## src/rtl/isa_pkg.sv

```systemverilog
// Shared ISA definitions for the decode stage: opcodes, field positions and
// the decode FSM state encoding.
package isa_pkg;

    typedef enum logic [3:0] {
        OP_NOP  = 4'h0,
        OP_ADD  = 4'h1,
        OP_SUB  = 4'h2,
        OP_AND  = 4'h3,
        OP_OR   = 4'h4,
        OP_XOR  = 4'h5,
        OP_LDI  = 4'h6,
        OP_LDW  = 4'h7,
        OP_JMP  = 4'h8,
        OP_HALT = 4'hF
    } opcode_t;

    localparam int FIELD_W = 4;
    localparam int IMM8_W  = 8;
    localparam int OP_LSB  = 12;
    localparam int RD_LSB  = 8;
    localparam int RS1_LSB = 4;
    localparam int RS2_LSB = 0;

    typedef enum logic [1:0] {
        ST_DECODE,
        ST_EXT,
        ST_SQUASH,
        ST_HALT
    } state_t;

endpackage

```

## src/rtl/decode_fields.sv

```systemverilog
// Pure field extraction for one instruction word; opcodes 9..E are flagged
// illegal, everything else is reported as-is.
module decode_fields
    import isa_pkg::*;
#(
    parameter int IW = 16
) (
    input  logic [IW-1:0]      instr,
    output logic [FIELD_W-1:0] op,
    output logic [FIELD_W-1:0] rd,
    output logic [FIELD_W-1:0] rs1,
    output logic [FIELD_W-1:0] rs2,
    output logic [IMM8_W-1:0]  imm8,
    output logic               illegal
);

    assign op      = instr[OP_LSB  +: FIELD_W];
    assign rd      = instr[RD_LSB  +: FIELD_W];
    assign rs1     = instr[RS1_LSB +: FIELD_W];
    assign rs2     = instr[RS2_LSB +: FIELD_W];
    assign imm8    = instr[0 +: IMM8_W];
    assign illegal = (op >= 4'h9) && (op <= 4'hE);

endmodule

```

## src/rtl/decode_unit.sv

```systemverilog
// Decode stage: splits fetch words into fields, assembles two-word LDW,
// resolves JMP with a redirect plus wrong-path squash, and stops on HALT.
module decode_unit
    import isa_pkg::*;
#(
    parameter int AW = 8,
    parameter int IW = 16
) (
    input  logic          clk,
    input  logic          reset,
    input  logic          in_valid,
    output logic          in_ready,
    input  logic [IW-1:0] in_instr,
    input  logic [AW-1:0] in_pc,
    input  logic          flush,
    output logic          out_valid,
    input  logic          out_ready,
    output logic [3:0]    out_op,
    output logic [3:0]    out_rd,
    output logic [3:0]    out_rs1,
    output logic [3:0]    out_rs2,
    output logic [IW-1:0] out_imm,
    output logic [AW-1:0] out_pc,
    output logic          out_illegal,
    output logic          redirect_valid,
    output logic [AW-1:0] redirect_pc,
    output logic          halted
);

    logic [FIELD_W-1:0] f_op, f_rd, f_rs1, f_rs2;
    logic [IMM8_W-1:0]  f_imm8;
    logic               f_illegal;

    decode_fields #(.IW(IW)) u_fields (
        .instr   (in_instr),
        .op      (f_op),
        .rd      (f_rd),
        .rs1     (f_rs1),
        .rs2     (f_rs2),
        .imm8    (f_imm8),
        .illegal (f_illegal)
    );

    state_t          state_q, state_d;
    logic            out_valid_q, out_valid_d;
    logic [3:0]      out_op_q, out_op_d, out_rd_q, out_rd_d;
    logic [3:0]      out_rs1_q, out_rs1_d, out_rs2_q, out_rs2_d;
    logic [IW-1:0]   out_imm_q, out_imm_d;
    logic [AW-1:0]   out_pc_q, out_pc_d;
    logic            out_illegal_q, out_illegal_d;
    logic            redirect_valid_q, redirect_valid_d;
    logic [AW-1:0]   redirect_pc_q, redirect_pc_d;
    logic [3:0]      ldw_rd_q, ldw_rd_d;
    logic [AW-1:0]   ldw_pc_q, ldw_pc_d;
    logic            accept, do_decode;

    assign in_ready = !reset && !flush && (state_q != ST_HALT) && (!out_valid_q || out_ready);
    assign accept   = in_valid && in_ready;
    // In SQUASH only the word at the jump target counts as a fresh decode.
    assign do_decode = accept && ((state_q == ST_DECODE) ||
                                  (state_q == ST_SQUASH && in_pc == redirect_pc_q));

    always_comb begin
        state_d          = state_q;
        out_valid_d      = out_valid_q;
        out_op_d         = out_op_q;
        out_rd_d         = out_rd_q;
        out_rs1_d        = out_rs1_q;
        out_rs2_d        = out_rs2_q;
        out_imm_d        = out_imm_q;
        out_pc_d         = out_pc_q;
        out_illegal_d    = out_illegal_q;
        redirect_valid_d = 1'b0;
        redirect_pc_d    = redirect_pc_q;
        ldw_rd_d         = ldw_rd_q;
        ldw_pc_d         = ldw_pc_q;

        if (out_valid_q && out_ready) out_valid_d = 1'b0;

        if (flush) begin
            out_valid_d = 1'b0;
            state_d     = ST_DECODE;
        end else if (accept && state_q == ST_EXT) begin
            out_valid_d   = 1'b1;
            out_op_d      = OP_LDW;
            out_rd_d      = ldw_rd_q;
            out_rs1_d     = 4'h0;
            out_rs2_d     = 4'h0;
            out_imm_d     = in_instr;
            out_pc_d      = ldw_pc_q;
            out_illegal_d = 1'b0;
            state_d       = ST_DECODE;
        end else if (do_decode) begin
            case (f_op)
                OP_LDW: begin
                    ldw_rd_d = f_rd;
                    ldw_pc_d = in_pc;
                    state_d  = ST_EXT;
                end
                OP_JMP: begin
                    redirect_valid_d = 1'b1;
                    redirect_pc_d    = AW'(f_imm8);
                    state_d          = ST_SQUASH;
                end
                default: begin
                    out_valid_d   = 1'b1;
                    out_op_d      = f_op;
                    out_rd_d      = f_rd;
                    out_rs1_d     = f_rs1;
                    out_rs2_d     = f_rs2;
                    out_imm_d     = (f_op == OP_LDI || f_illegal) ? IW'(f_imm8) : '0;
                    out_pc_d      = in_pc;
                    out_illegal_d = f_illegal;
                    state_d       = (f_op == OP_HALT) ? ST_HALT : ST_DECODE;
                end
            endcase
        end
    end

    always_ff @(posedge clk) begin
        if (reset) begin
            state_q          <= ST_DECODE;
            out_valid_q      <= 1'b0;
            out_op_q         <= '0;
            out_rd_q         <= '0;
            out_rs1_q        <= '0;
            out_rs2_q        <= '0;
            out_imm_q        <= '0;
            out_pc_q         <= '0;
            out_illegal_q    <= 1'b0;
            redirect_valid_q <= 1'b0;
            redirect_pc_q    <= '0;
            ldw_rd_q         <= '0;
            ldw_pc_q         <= '0;
        end else begin
            state_q          <= state_d;
            out_valid_q      <= out_valid_d;
            out_op_q         <= out_op_d;
            out_rd_q         <= out_rd_d;
            out_rs1_q        <= out_rs1_d;
            out_rs2_q        <= out_rs2_d;
            out_imm_q        <= out_imm_d;
            out_pc_q         <= out_pc_d;
            out_illegal_q    <= out_illegal_d;
            redirect_valid_q <= redirect_valid_d;
            redirect_pc_q    <= redirect_pc_d;
            ldw_rd_q         <= ldw_rd_d;
            ldw_pc_q         <= ldw_pc_d;
        end
    end

    assign out_valid      = out_valid_q;
    assign out_op         = out_op_q;
    assign out_rd         = out_rd_q;
    assign out_rs1        = out_rs1_q;
    assign out_rs2        = out_rs2_q;
    assign out_imm        = out_imm_q;
    assign out_pc         = out_pc_q;
    assign out_illegal    = out_illegal_q;
    assign redirect_valid = redirect_valid_q;
    assign redirect_pc    = redirect_pc_q;
    assign halted         = (state_q == ST_HALT);

endmodule
```

## config.mk

```make
export PLATFORM = sky130hd
export DESIGN_NAME = decode_unit
export DESIGN_NICKNAME = d
export VERILOG_FILES = /design/src/rtl/isa_pkg.sv /design/src/rtl/decode_fields.sv /design/src/rtl/decode_unit.sv
export SDC_FILE = /design/constraint.sdc
export NUM_CORES = 1
export LEC_CHECK = 0
export ABC_AREA = 1
export BUFFER_PORTS_ARGS = -buffer_cell sky130_fd_sc_hd__buf_2
export CELL_PAD_IN_SITES_DETAIL_PLACEMENT = 1
export CELL_PAD_IN_SITES_GLOBAL_PLACEMENT = 1
export CORE_ASPECT_RATIO = 1.75
export CORE_UTILIZATION = 30
export DETAILED_ROUTE_END_ITERATION = 8
export PLACE_DENSITY_LB_ADDON = 0.12
export SETUP_SLACK_MARGIN = 0.05
export SYNTH_ARGS = -nofsm -noshare
export SYNTH_HDL_FRONTEND = slang
export SYNTH_SLANG_ARGS = --single-unit
```

## constraint.sdc

```tcl
create_clock -name clk -period 2.2 [get_ports clk]
set_input_delay 0.22 -clock clk [delete_from_list [all_inputs] [get_ports clk]]
set_output_delay 0.22 -clock clk [all_outputs]
set_load 0.02 [all_outputs]
```

==> results.sh <==
export IMPL_status="finished, final reports clean"
export IMPL_finalHoldViolCount=0
export IMPL_synth_cell_types=27
export IMPL_port_buffers=81
export IMPL_cts_setup_buffers=0
export IMPL_wl_per_cell_um=14.45
export IMPL_synth_seq_cells=65
export IMPL_postRouteAntennaNets=0
export IMPL_setup_viol=0
export IMPL_clk_latency_ps=330
export IMPL_antenna_found_initial=0
export IMPL_post_place_ws_ps=264.9
export IMPL_grt_use_total_pct=19.74
export IMPL_nFillCells=1331
export IMPL_setup_ws_ps=286.7
export IMPL_finalNetCount=576
export IMPL_htreeDepth=3
export IMPL_finalCritPeriodShare_pct=86.97
export IMPL_grt_overflow_total=0
export IMPL_min_path_type="in -> reg"
export IMPL_p_per_area_nw_per_um2=734.9
export IMPL_synthToLayoutAreaGrowth_pct=25.68
export IMPL_max_slew_worst_pin_slew_ps=566.1
export IMPL_netlist_area_um2=3123
export IMPL_drt_iter0_drc=148
export IMPL_leakage_nw=2.044
export IMPL_max_cap_viol_count=0
export IMPL_die_area_um2=10840
export IMPL_hold_buffers=0
export IMPL_synth_nets=501
export IMPL_grt_pass1_wl_um=16010
export IMPL_boundaryPins=82
export IMPL_cts_tree="yes"
export IMPL_core_um2=9970
export IMPL_setup_tns_ps=0
export IMPL_gp_congestion=0.7518
export IMPL_place_hpwl_um=7359
export IMPL_cts_sinks=65
export IMPL_dp_cells=661
export IMPL_finalMaxSlewViolations=0
export IMPL_die_h_um=137.0
export IMPL_initial_utilization_pct=31.33
export IMPL_criticalPathCategory="reg -> reg"
export IMPL_row_count=48
export IMPL_cts_buffers=9
export IMPL_cts_max_path_buffers=2
export IMPL_syn_inst=472
export IMPL_worstPathRequired_ps=2410
export IMPL_vias=3109
export IMPL_clk_pin_slew_ps=50
export IMPL_cp_start_kind="register"
export IMPL_fmax_ghz=0.5227
export IMPL_postSynthAreaPerCell_um2=6.617
export IMPL_stdcell_count=675
export IMPL_die_w_um=79.13
export IMPL_root_buffer="clkbuf_16"
export IMPL_final_layout_size_suffix_gt1_share_pct=20.55
export IMPL_period_minus_slack_ps=1913
export IMPL_ir_drop_mv=0.3940
export IMPL_total_power_w=0.002884
export IMPL_grt_pass1_vias=3206
export IMPL_critPathMaxFanout=52
export IMPL_multi_input_area_um2=1420
export IMPL_drt_total_wl_um=9751
export IMPL_drt_pass1_iter_count=4
export IMPL_drcViolationCount=0
export IMPL_final_seq_area_um2=1301
export IMPL_end_kind="register"
export IMPL_vias_per_cell=4.606
export IMPL_grt_setup_unrepaired="false"
export IMPL_finalClockSkew_ps=8.145
export IMPL_ys_warn_count=0
export IMPL_crit_arrival_ps=2130
export IMPL_synth_yosys_seq_area_share_pct=41.67
export IMPL_grt_max_degree=53
export IMPL_max_slew_margin_rel_pct=61.86
export IMPL_cts_resized=0
export IMPL_antenna_cells=0
## registers in the layout, indices dropped and copies added (netlist names)
signal	count
out_illegal	1
out_pc	8
out_rs1	4
redirect_pc	8
out_op	4
out_valid	1
out_rs2	4
state_q	2
out_rd	4
out_imm	16
ldw_pc_q	8
ldw_rd_q	4
redirect_valid	1
## metal layers
metal | part of all wire, % | up-vias | track usage [%]
met5 | 0 | - | 0
met4 | 2.9 | 0 | 8.889
met3 | 3.5 | 10 | 3.867
met2 | 55 | 62 | 37.79
met1 | 38 | 1439 | 20.07
li1 | - | 1598 | -
## where the power goes
part	total, W	internal (W)	switching [W]	leakage, nW
registers	0.00122	0.00121	0.0000150	0.527
clock network	0.00136	0.000864	0.000496	0.135
logic	0.000300	0.000105	0.000195	1.38
total	0.00288	0.00218	0.000706	2.04
## worst paths after layout
kind	slack [ps]	end	startpoint	depth (start not counted)
setup / recovery	290	out_op[2]	state_q[0]	9
hold / removal	180	out_rs2[0]	in_instr[0]	3
setup reg to reg	290	out_op[2]	state_q[0]	9
hold reg to reg	480	out_rs2[3]	out_rs2[3]	2
## synth_stat cells (all sizes together)
master / instances / area share (%)
nand2: 128 / 16
inv: 76 / 9.1
dfxtp: 65 / 42
nor2: 63 / 8.1
a21oi: 35 / 5.6
nand3b: 19 / 4.6
nand3: 18 / 3.0
o21ai: 18 / 2.9
clkbuf: 16 / 1.9
nand4: 11 / 2.2
buf: 10 / 2.0
xnor2: 5 / 1.4
o22ai: 3 / 0.60
nor3: 2 / 0.68
or2: 2 / 0.40
o211ai: 1 / 0.24
## critical path: stages, from the launching register on
cell and delay, ps:
dfxtp_1 340, nand2_1 80, inv_1 70, nor3_4 230, nand2_1 90, nor2_2 180
nand3_2 200, buf_12 230, o21ai_0 270, nor2_1 60
## area by class of cell
cell class / count / area share [%]
timing repair buffer: 90 / 12.37
inverter: 76 / 7.268
tap: 125 / 3.985
clock buffer: 11 / 5.929
clock inverter: 3 / 1.116
sequential: 65 / 33.15
multi-input combinational: 305 / 36.18
## through the flow
step	hold WS [ps]	area [µm²]	utilization (%)
global placement	462.9	3649	36.60
global route	188.7	3925	39.37
finish	181.1	3925	39.37
detailed placement	475.8	3649	36.60
floorplan	289.1	3123	-
CTS	173.8	3925	39.37
## placed cells by master (no fill, tap or decap)
cell	instances
a21oi_1	35
nand3_1	16
or2_1	1
or2_2	1
o22ai_1	3
clkbuf_1	2
xnor2_1	5
nand2_1	126
buf_4	8
nor3_1	1
inv_2	2
nor2_1	60
clkinv_4	1
buf_2	81
nand4_1	11
bufinv_16	1
nor2_4	2
o21ai_0	16
o21ai_1	2
clkbuf_16	9
nor2_2	1
o211ai_1	1
clkinv_2	1
dfxtp_1	65
nand3b_1	19
nand2_2	2
buf_12	1
inv_1	74
nand3_2	2
nor3_4	1
## kinds of logic after synthesis
kind of cell           count (synthesis)  share of synthesized area (%)
AO/OA/AOI/OAI                         57                          9.335
AND/OR/NAND/NOR                      243                          34.58
buffers and inverters                102                          13.02
flip-flops                            65                          41.67
XOR/XNOR                               5                          1.402
Note: power is estimated with default switching activity, not from simulation.
